==> src/rtl/mem_port_arbiter.sv <==
// mem_port_arbiter: shares one single-ported unified memory between the
// instruction-fetch port and the data port. Data normally wins; a
// starvation counter hands the port to IF after STARVE_LIMIT data grants
// made while a fetch was waiting.
// Optional build macro ARB_TIMEOUT_EN adds a BUSY watchdog that aborts an
// access after TIMEOUT_CYCLES cycles without Mem_Ack and sets a sticky Bus_Err.
module mem_port_arbiter #(
  parameter int STARVE_LIMIT   = 4,
  parameter int TIMEOUT_CYCLES = 255
) (
  input  logic        CLK,
  input  logic        RESET,
  input  logic        IF_Req,
  input  logic [31:0] IF_Addr,
  output logic        IF_Ready,
  output logic [31:0] IF_Rdata,
  input  logic        MEM_Read,
  input  logic        MEM_Write,
  input  logic [31:0] MEM_Addr,
  input  logic [31:0] MEM_Wdata,
  output logic        MEM_Ready,
  output logic [31:0] MEM_Rdata,
  output logic        Stall_IF,
  output logic        Stall_MEM,
  output logic        Mem_Req,
  output logic        Mem_We,
  output logic [31:0] Mem_Addr,
  output logic [31:0] Mem_Wdata,
  input  logic        Mem_Ack,
  input  logic [31:0] Mem_Rdata,
  output logic        Bus_Err
);

  localparam int SW = $clog2(STARVE_LIMIT + 1);

  // Reject nonsensical configurations at elaboration time.
  if (STARVE_LIMIT < 1 || TIMEOUT_CYCLES < 1) begin : g_param_chk
    $error("mem_port_arbiter: STARVE_LIMIT and TIMEOUT_CYCLES must be >= 1");
  end

  typedef enum logic [1:0] {IDLE, IF_BUSY, D_BUSY} state_t;

  state_t          state, state_nxt;
  logic [SW-1:0]   starve_cnt;
  logic            data_req, busy, done, timeout;
  logic            grant_d, grant_if;

  assign data_req  = MEM_Read | MEM_Write;
  assign busy      = (state != IDLE);
  assign done      = busy & (Mem_Ack | timeout);

  assign Stall_IF  = IF_Req & ~IF_Ready;
  assign Stall_MEM = data_req & ~MEM_Ready;

`ifdef ARB_TIMEOUT_EN
  localparam int WW = $clog2(TIMEOUT_CYCLES + 1);
  logic [WW-1:0] wdog;
  logic          bus_err_q;

  // Ack on the last allowed cycle still wins over the timeout.
  assign timeout = busy & ~Mem_Ack & (wdog == WW'(TIMEOUT_CYCLES - 1));
  assign Bus_Err = bus_err_q;

  // Watchdog: counts BUSY cycles of the current access; sticky error on expiry.
  always_ff @(posedge CLK) begin
    if (RESET) begin
      wdog      <= '0;
      bus_err_q <= 1'b0;
    end else begin
      if (grant_d | grant_if) wdog <= '0;
      else if (busy && !done) wdog <= wdog + 1'b1;
      if (timeout) bus_err_q <= 1'b1;
    end
  end
`else
  assign timeout = 1'b0;
  assign Bus_Err = 1'b0;
`endif

  // Next state and grant decision; arbitration only happens in IDLE,
  // which includes the Ready cycle, so accesses run back-to-back.
  always_comb begin
    state_nxt = state;
    grant_d   = 1'b0;
    grant_if  = 1'b0;
    case (state)
      IDLE: begin
        if (data_req && !(IF_Req && starve_cnt == SW'(STARVE_LIMIT))) begin
          grant_d   = 1'b1;
          state_nxt = D_BUSY;
        end else if (IF_Req) begin
          grant_if  = 1'b1;
          state_nxt = IF_BUSY;
        end
      end
      IF_BUSY, D_BUSY: if (done) state_nxt = IDLE;
      default: state_nxt = IDLE;
    endcase
  end

  // State register, request capture, completion and starvation tracking.
  always_ff @(posedge CLK) begin
    if (RESET) begin
      state      <= IDLE;
      starve_cnt <= '0;
      Mem_Req    <= 1'b0;
      Mem_We     <= 1'b0;
      Mem_Addr   <= 32'd0;
      Mem_Wdata  <= 32'd0;
      IF_Ready   <= 1'b0;
      MEM_Ready  <= 1'b0;
      IF_Rdata   <= 32'd0;
      MEM_Rdata  <= 32'd0;
    end else begin
      state     <= state_nxt;
      IF_Ready  <= 1'b0;
      MEM_Ready <= 1'b0;

      if (grant_if) starve_cnt <= '0;
      else if (grant_d && IF_Req) starve_cnt <= starve_cnt + 1'b1;

      // Simultaneous read+write is treated as a write.
      if (grant_d) begin
        Mem_Req   <= 1'b1;
        Mem_We    <= MEM_Write;
        Mem_Addr  <= MEM_Addr;
        Mem_Wdata <= MEM_Wdata;
      end else if (grant_if) begin
        Mem_Req   <= 1'b1;
        Mem_We    <= 1'b0;
        Mem_Addr  <= IF_Addr;
        Mem_Wdata <= 32'd0;
      end

      // A write never returns data, so MEM_Rdata is left alone for it,
      // including on a watchdog abort.
      if (done) begin
        Mem_Req <= 1'b0;
        Mem_We  <= 1'b0;
        if (state == IF_BUSY) begin
          IF_Ready <= 1'b1;
          IF_Rdata <= timeout ? 32'd0 : Mem_Rdata;
        end else begin
          MEM_Ready <= 1'b1;
          if (!Mem_We) MEM_Rdata <= timeout ? 32'd0 : Mem_Rdata;
        end
      end
    end
  end

endmodule

==> config.mk <==
export PLATFORM = sky130hd
export DESIGN_NAME = mem_port_arbiter
export DESIGN_NICKNAME = d
export VERILOG_FILES = /design/src/rtl/mem_port_arbiter.sv
export SDC_FILE = /design/constraint.sdc
export NUM_CORES = 1
export LEC_CHECK = 0
export ABC_AREA = 1
export BUFFER_PORTS_ARGS = -buffer_cell sky130_fd_sc_hd__buf_2
export CORE_UTILIZATION = 37
export DETAILED_ROUTE_END_ITERATION = 6
export PLACE_DENSITY_LB_ADDON = 0.08
export SYNTH_ARGS = -nofsm -noshare
export SYNTH_HDL_FRONTEND = slang
export SYNTH_SLANG_ARGS = --single-unit
==> constraint.sdc <==
create_clock -name CLK -period 3.51 [get_ports CLK]
set_input_delay 0.1755 -clock CLK [delete_from_list [all_inputs] [get_ports CLK]]
set_output_delay 0.1755 -clock CLK [all_outputs]
set_load 0.01 [all_outputs]
==> flow_summary.toml, run 1 <==
[worst_setup_path]
critPathKind = "register to register"
required_ps = 3850
reg2reg_to = "MEM_Rdata[21]$_SDFFE_PP0P_"
r2r.worst_path.cells = 11
cp-start-kind = "register"
cp_max_fo = 33
ff2ff_setup_slack_ps = 1150
reg2reg_from = "state[0]$_SDFFE_PP0P_"
endpoint = "MEM_Rdata[21]$_SDFFE_PP0P_"
critPathLaunch = "state[0]$_SDFFE_PP0P_"
end_kind = "register"
arrival_ps = 2710

[global_routing]
antenna_found_initial = 1
grt_max_degree = 69
busiest_layer = "met2"
grt_usage_pct = 20.4
grtUsageMet3_pct = 8.38
overflow = 0
grt_pass1_vias = 5095
grt_use_met1_pct = 24.7
grt_pass1_wl_um = 24300
grtUsageMet2_pct = 31.6

[placement]
place.port_buffers = 267
hpwl_um = 10700
gp_congestion = 0.734

[floorplanning]
coreArea_um2 = 14500
die-area_um2 = 15400
start_util_pct = 37.9
die_h_um = 124
rows = 44
die_w_um = 124
io_pins = 269

[power]
leakagePower_nw = 3.98
ir_drop_mv = 0.316
p_per_area_nw_per_um2 = 589

[sta]
slew_headroom_pct = 41.6
tightest_slew_ps = 876
timing.fmax_ghz = 0.423
post-route-period-util_pct = 67.3
maxSlewViolCount = 0
fin_crit_ps = 2360
finalSetupTns_ps = 0
hold_viol = 0
fin_skew_ps = 8.71
rsz0062_at_grt = "false"
finalSetupViolations = 0

[clocking]
cts_tree = "yes"
postCtsSetupRepairBufs = 0
cts.sinks = 137
clk_latency_ps = 410
clock-root-buffer = "clkbuf_16"
h-tree-depth = 4
cts.path.max_buffers = 2
path_clk_slew_ps = 60
cts_made_buffers = 17

[yosys]
synthCells = 766
synth_cell_type_count = 21
yosys_warnings = 0
syn_area_per_cell_um2 = 7.19
synth.ff_latch_count = 137
synth-seq-area-share_pct = 49.8
syn_area_um2 = 5510
syn-num-nets = 904

[drt]
drt_iter0_markers = 262
routedWlPerCell_um = 13.0
routed_via_density = 4.63
ant_nets = 0
vias = 5672
drc_errors = 0
routed_wl_um = 15900
first_pass_iters = 6

[final_layout]
fin_util_pct = 53.1
most-common-layout-cells = "buf_2, nand2_1, dfxtp_1"
drive_gt1_share_pct = 30.4
nets = 1166
area_growth_syn_to_layout_pct = 40.1
n_fill_cell = 1468
layout.cells.most_common = "buf_2"
n_antenna_cell = 0

[run]
cap_viol_max_count = 0

[worst_hold_path]
hold_path_class = "primary input to register"

[outcome]
status = "complete, no violations"
-- report_power, final --
part / internal [mW] / switching [mW]
combinational: 0.380 / 0.593
clock: 1.10 / 0.665
sequential: 1.72 / 0.0782
-- worst min path at each step --
| stage | cells after the start | start | slack (ps) | to |
|---|---|---|---|---|
| after floorplan | 2 | MEM_Write | 320 | Mem_We$_SDFFE_PP0P_ |
| after global placement | 3 | MEM_Wdata[11] | 430 | Mem_Wdata[11]$_SDFFE_PP0P_ |
| after detailed placement | 3 | MEM_Wdata[11] | 430 | Mem_Wdata[11]$_SDFFE_PP0P_ |
| after CTS | 3 | MEM_Wdata[8] | 0.3 | Mem_Wdata[8]$_SDFFE_PP0P_ |
| after global routing | 3 | MEM_Wdata[4] | 5 | Mem_Wdata[4]$_SDFFE_PP0P_ |
| final | 3 | MEM_Wdata[16] | 20 | Mem_Wdata[16]$_SDFFE_PP0P_ |
-- cell families after synthesis --
| group | after synthesis | share of synthesized area (%) |
|---|---|---|
| other cells | 1 | 0.0681 |
| flops | 137 | 49.8 |
| fa+ha+maj | 4 | 0.909 |
| simple gates | 355 | 26.8 |
| buf+inv | 132 | 9.70 |
| compound gates | 136 | 12.5 |
| xor+xnor | 1 | 0.159 |
-- cell usage after synthesis --
cell      number  area share [%]
buf_2         19             1.7
nor2_1       135             9.2
clkbuf_1      26             1.8
o21ai_0       64             5.8
nand3_1       35             3.2
nand4_1       34             3.9
xor2_1         1            0.16
a21oi_1       70             6.4
o21ai_2        1            0.16
nand3_2        2            0.36
buf_1          6            0.41
dfxtp_1      137              50
inv_2          3            0.20
nor3_1         1           0.091
buf_4          4            0.55
nand2_2        1            0.11
a21oi_2        1            0.16
conb_1         1           0.068
nand2_1      147              10
ha_1           4            0.91
inv_1         74             5.0
-- registers in the layout, indices dropped and copies added (netlist names) --
register and cells:
IF_Rdata 32, MEM_Rdata 32, Mem_Addr 32, Mem_Wdata 32, starve_cnt 3, state 2
IF_Ready 1, MEM_Ready 1, Mem_Req 1, Mem_We 1
-- layout make-up --
type	instances	area (µm²)	share of cell area, %
flip-flops and latches	137	2740	35.6
well taps	184	230	2.99
clock buffers	21	470	6.10
repair buffers	298	1620	21.0
multi-input cells	497	2240	29.1
inverters	77	289	3.75
clock inverters	10	118	1.52
-- metrics by stage --
stage	instances	power, mW	area, µm²	setup WS (ps)	hold slack [ps]
after global placement	1172	2.80	6910	1180	429
final	1224	4.54	7710	1150	15.5
after floorplan	766	2.44	5510	2070	316
after CTS	1224	4.60	7710	1100	0.301
after detailed placement	1172	2.80	6910	1120	430
after global routing	1224	4.83	7710	853	4.67
-- critical path, cell delays in order (launching register included) --
cell,delay [ps]
dfxtp_1,350
inv_1,60
ha_1,210
inv_1,140
nand2_1,130
nor2_1,100
nand2_1,50
buf_4,220
inv_1,600
buf_4,290
nor2_1,50
nor2_1,90
-- what timing repair did --
action                                 in CTS  in global routing
hold buffers                               21                  0
endpoints found under the hold margin      21                  0
resized for setup                           0                  0
-- layer usage --
| layer | part of all wire, % | vias up |
|---|---|---|
| li1 | - | 2958 |
| met1 | 43 | 2472 |
| met2 | 45 | 204 |
| met3 | 9.7 | 36 |
| met4 | 2.5 | 2 |
| met5 | 0.050 | - |
(Power assumes the default switching activity.)
==> run 2, diff against run 1 <==
Settings changed: ABC_AREA 1 to 0.
Clock period 3.51 ns to 2.3 ns, I/O delays scaled along.
==> run 2 against run 1 <==
- synthesized area shrank 3.9%
- worst setup slack lost 800 ps
- highest routed layer is now met4
- largest cell class unchanged
- combinational power grew 46%
- largest power group is now clock
- critical endpoint is now Mem_Addr[7]$_SDFFE_PP0P_
==> flow_summary.toml, run 2 <==
[clocking]
cts.sinks = 137
cts.repair.resized = 0
h-tree-depth = 4
path_clk_slew_ps = 60
postCtsSetupRepairBufs = 0
cts.path.max_buffers = 2
clk_latency_ps = 420
cts_tree = "yes"
cts_hold_buf = 123
cts_made_buffers = 17
clock-root-buffer = "clkbuf_16"

[worst_setup_path]
cp_max_fo = 33
critPathKind = "register to register"
end_kind = "register"
required_ps = 2620
cp-start-kind = "register"
arrival_ps = 2270

[drt]
drc_errors = 0
first_pass_iters = 5
routed_via_density = 5.15
routed_wl_um = 18000
routedWlPerCell_um = 15.1
ant_nets = 0
drt_iter0_markers = 450
vias = 6116

[final_layout]
fin_util_pct = 61.7
most-common-layout-cells = "buf_2, dfxtp_1, nand2_1"
drive_gt1_share_pct = 32.0
nets = 1132
layout.cells.most_common = "buf_2"
area_growth_syn_to_layout_pct = 62.5

[floorplanning]
io_pins = 269
die-area_um2 = 14800
start_util_pct = 38.0
die_h_um = 122
coreArea_um2 = 13900
rows = 43
die_w_um = 122

[sta]
hold_viol = 0
tightest_slew_ps = 1270
fin_crit_ps = 1950
fin_skew_ps = 12.3
maxSlewViolCount = 0
hold_slack_ps = 16.3
slew_headroom_pct = 15.4
timing.fmax_ghz = 0.512
finalSetupViolations = 0
rsz0062_at_grt = "false"
post-route-period-util_pct = 85.0
finalSetupTns_ps = 0

[yosys]
synth-seq-area-share_pct = 51.9
yosys-top-cells-area = "dfxtp_1, nand2_1, a21oi_1"
yosys.area.top_type = "dfxtp_1"
synthXorXnorAreaFrac_pct = 0
synth_compound_gate_area_share_pct = 21.5
synthMuxAreaShare_pct = 0
synth_cell_type_count = 33
ys_async_sr_fraction_pct = 0
yosys.cell_count.top_type = "dfxtp_1"
synth_top_family_by_area = "compound AO/OA/AOI/OAI gates"
synth_top_flop_cell = "dfxtp_1"
synth_edf_count = 0
synth_fa_ha_area_share_pct = 0.946
synth_top_area_share_pct = 51.9
syn_area_um2 = 5290
yosys_warnings = 0
syn-num-nets = 771
synth.ff_latch_count = 137
yosys.area_share.simple_pct = 19.9
syn_area_per_cell_um2 = 8.36
synthCells = 633
synth_common_cells = "dfxtp_1, nand2_1, a21oi_1, nor2_1"

[placement]
gp_congestion = 0.780
hpwl_um = 11200
place.port_buffers = 267

[global_routing]
grt_usage_pct = 23.6
grt_max_degree = 56
grt_pass1_vias = 6001
antenna_found_initial = 1
overflow = 0
grt_pass1_wl_um = 27700

[worst_hold_path]
hold_path_class = "primary input to register"

[power]
p_per_area_nw_per_um2 = 812
p_comb_share_pct = 20.4
p_int_mw = 5.06
leakagePower_nw = 3.83
ir_drop_mv = 0.468
clkPwrFrac_pct = 40.8
switchingPower_mw = 1.92
switching_share_pct = 27.5
p_seq_share_pct = 38.7

[outcome]
status = "complete, no violations"

[run]
cap_viol_max_count = 0
==> run 2: changes by cell type in the layout (fill, tap and decap cells not counted), sizes merged, moves of 4 or more <==
cell,change
a311oi,+32
a32oi,+33
buf,+5
dlygate4sd3,+102
inv,-75
nand2,-16
nand3,-4
nand4,-32
nor2,-67
o21ai,-32
==> run 2: critical path, cell delays in order, from the launching register on <==
cell,delay [ps]
dfxtp_1,350
inv_1,50
ha_1,230
buf_4,200
o21ai_2,480
o21ai_0,210
a311oi_1,320
==> run 2: final timing paths <==
path                                                 from                        end  slack [ps]  depth (start not counted)
worst max register to register      state[0]$_SDFFE_PP0P_   Mem_Addr[7]$_SDFFE_PP0P_         350                          6
worst max-delay path                state[0]$_SDFFE_PP0P_   Mem_Addr[7]$_SDFFE_PP0P_         350                          6
worst min-delay path                           IF_Addr[2]   Mem_Addr[2]$_SDFFE_PP0P_          20                          3
worst min register to register  MEM_Rdata[9]$_SDFFE_PP0P_  MEM_Rdata[9]$_SDFFE_PP0P_         450                          2
==> run 2: cell type report <==
cell class | instances | area [µm²]
multi-input combinational | 429 | 2270
fill | 1225 | 5340
tap | 180 | 225
antenna | 1 | 2.50
clock buffer | 18 | 439
sequential | 137 | 2740
inverter | 4 | 15.0
clock inverter | 14 | 179
timing repair buffer | 405 | 2720
==> run 2: per-stage QoR <==
stage | std cells | setup WS [ps] | power (mW) | instance area [µm²]
2_1_floorplan | 633 | 653 | 3.49 | 5290
3_3_place_gp | 1032 | 469 | 3.96 | 6740
3_5_place_dp | 1032 | 329 | 4.00 | 6740
4_1_cts | 1187 | 342 | 7.02 | 8590
5_1_grt | 1187 | 165 | 7.29 | 8590
6_report | 1188 | 346 | 6.98 | 8590
==> run 2: kinds of logic (layout without fill, tap and decap cells) <==
| kind of cell | after synthesis | in the layout |
|---|---|---|
| AOI/OAI and AO/OA | 173 | 173 |
| adders and majority gates | 4 | 4 |
| buffers and inverters | 67 | 441 |
| DFF | 137 | 137 |
| other | 1 | 2 |
| and+or+nand+nor | 251 | 251 |
==> run 2: metal layers <==
layer	share of wire, %	global-route usage (%)
met5	0	0
met4	2.6	11.6
met1	40	26.1
met2	50	41.1
met3	7.5	7.16
==> run 2: power groups by stage <==
stage          Sequential, mW  Clock (mW)  Combinational [mW]
3_3_place_gp             2.74           0                1.22
3_5_place_dp             2.75           0                1.25
4_1_cts                  2.70        2.90                1.42
2_1_floorplan            2.85           0               0.644
6_report                 2.70        2.85                1.42
5_1_grt                  2.73        3.01                1.55
==> run 3, diff against run 2 <==
Clock period 2.3 ns to 1.95 ns, I/O delays scaled along.
==> run 3 against run 2 <==
- sequential power grew 18%
- critical path type unchanged
- total power grew 18%
- register-to-register slack lost 160 ps
- maximum frequency grew 10%
- largest power group unchanged
- core utilization grew 0.96 points
- die area is the same
- global-route usage shrank 0.24 points
- largest cell class is now non-clock buffers
- via count shrank 0.57%
- highest routed layer unchanged
- first-iteration DRC count shrank 27%
- worst setup slack lost 160 ps
==> flow_summary.toml, run 3 (synthesis results as in run 2) <==
[global_routing]
grt_max_degree = 57
overflow = 0
grt_pass1_vias = 5727
grt_usage_pct = 23.4
grt_pass1_wl_um = 27300
antenna_found_initial = 1

[clocking]
cts_made_buffers = 17
h-tree-depth = 4
postCtsSetupRepairBufs = 0
cts.path.max_buffers = 2
clock-root-buffer = "clkbuf_16"
path_clk_slew_ps = 50
clk_latency_ps = 410
cts_tree = "yes"
cts.sinks = 137

[final_layout]
drive_gt1_share_pct = 31.6
most-common-layout-cells = "buf_2, dfxtp_1, nand2_1"
nets = 1138
area_growth_syn_to_layout_pct = 65.0
layout.cells.most_common = "buf_2"

[floorplanning]
start_util_pct = 38.0
die_w_um = 122
io_pins = 269
coreArea_um2 = 13900
rows = 43
die-area_um2 = 14800
die_h_um = 122

[worst_setup_path]
end_kind = "register"
cp_max_fo = 12
cp-start-kind = "register"
arrival_ps = 2060
required_ps = 2240
critPathKind = "register to register"

[drt]
first_pass_iters = 5
vias = 6081
drc_errors = 0
ant_nets = 0
routed_wl_um = 17800
routedWlPerCell_um = 14.9
drt_iter0_markers = 328
routed_via_density = 5.11

[sta]
timing.fmax_ghz = 0.565
hold_viol = 0
maxSlewViolCount = 0
fin_skew_ps = 12.1
post-route-period-util_pct = 90.7
setup_ws_ps = 181
finalSetupViolations = 0
tightest_slew_ps = 553
fin_crit_ps = 1770
slew_headroom_pct = 63.1
rsz0062_at_grt = "false"
finalSetupTns_ps = 0

[outcome]
status = "complete, no violations"

[power]
ir_drop_mv = 0.493
p_per_area_nw_per_um2 = 947
leakagePower_nw = 3.88

[worst_hold_path]
hold_path_class = "primary input to register"

[placement]
pre_cts_slack_ps = 147
gp_congestion = 0.747
hpwl_um = 11100
place.port_buffers = 267

[run]
cap_viol_max_count = 0
-- run 3: changes by cell type in the layout (fill, tap and decap cells not counted), sizes merged --
cell,delta
clkinv,-6
dlygate4sd3,+5
clkbuf,+3
buf,+1
-- run 3: path summary, 6_finish.rpt --
| check | end | startpoint | cells after the start | slack [ps] |
|---|---|---|---|---|
| hold reg to reg | MEM_Rdata[21]$_SDFFE_PP0P_ | MEM_Rdata[21]$_SDFFE_PP0P_ | 2 | 450 |
| hold / removal | starve_cnt[0]$_SDFFE_PP0P_ | IF_Req | 3 | 90 |
| setup / recovery | Mem_Addr[17]$_SDFFE_PP0P_ | state[1]$_SDFFE_PP0P_ | 6 | 180 |
| setup reg to reg | Mem_Addr[17]$_SDFFE_PP0P_ | state[1]$_SDFFE_PP0P_ | 6 | 180 |
-- run 3: timing repair --
item | in CTS | in global routing
endpoints found under the hold margin | 128 | 0
resized for setup | 0 | 1
setup endpoints to repair | 0 | 6
hold buffers | 128 | 0
-- run 3: layer usage --
metal	global-route usage, %	routed length [µm]	vias to the layer above
li1	-	-	2961
met1	27.0	7340	2860
met2	39.3	8830	225
met3	6.98	1160	35
met4	11.3	444	0
met5	0	0	-
-- run 3: critical path, stage by stage, from the launching register on --
cell      delay (ps)
dfxtp_1          300
inv_1             70
ha_1             290
o21a_2           320
buf_4            230
nand3_1           90
a311oi_1         340
-- run 3: report_power, final --
group          internal [mW]  switching (mW)  total, mW
registers               3.06           0.127       3.19
clock network           2.21            1.13       3.34
logic                  0.802           0.933       1.73
total                   6.08            2.19       8.26
-- run 3: through the flow --
stage | cell area, µm² | instances | util [%] | power [mW] | hold slack [ps]
finish | 8730 | 1191 | 62.6 | 8.26 | 93.1
global route | 8720 | 1190 | 62.6 | 8.64 | 94.3
CTS | 8720 | 1190 | 62.6 | 8.32 | 79.3
detailed placement | 6820 | 1033 | 49.0 | 4.76 | 356
global placement | 6820 | 1033 | 49.0 | 4.71 | 348
floorplan | 5290 | 633 | - | 4.12 | 233
-- run 3: cell type report --
class	instances	area (µm²)
timing repair buffer	411	2850
clock buffer	21	470
multi-input combinational	429	2270
clock inverter	8	145
fill	1172	5210
antenna	1	2.50
sequential	137	2740
inverter	4	15.0
tap	180	225
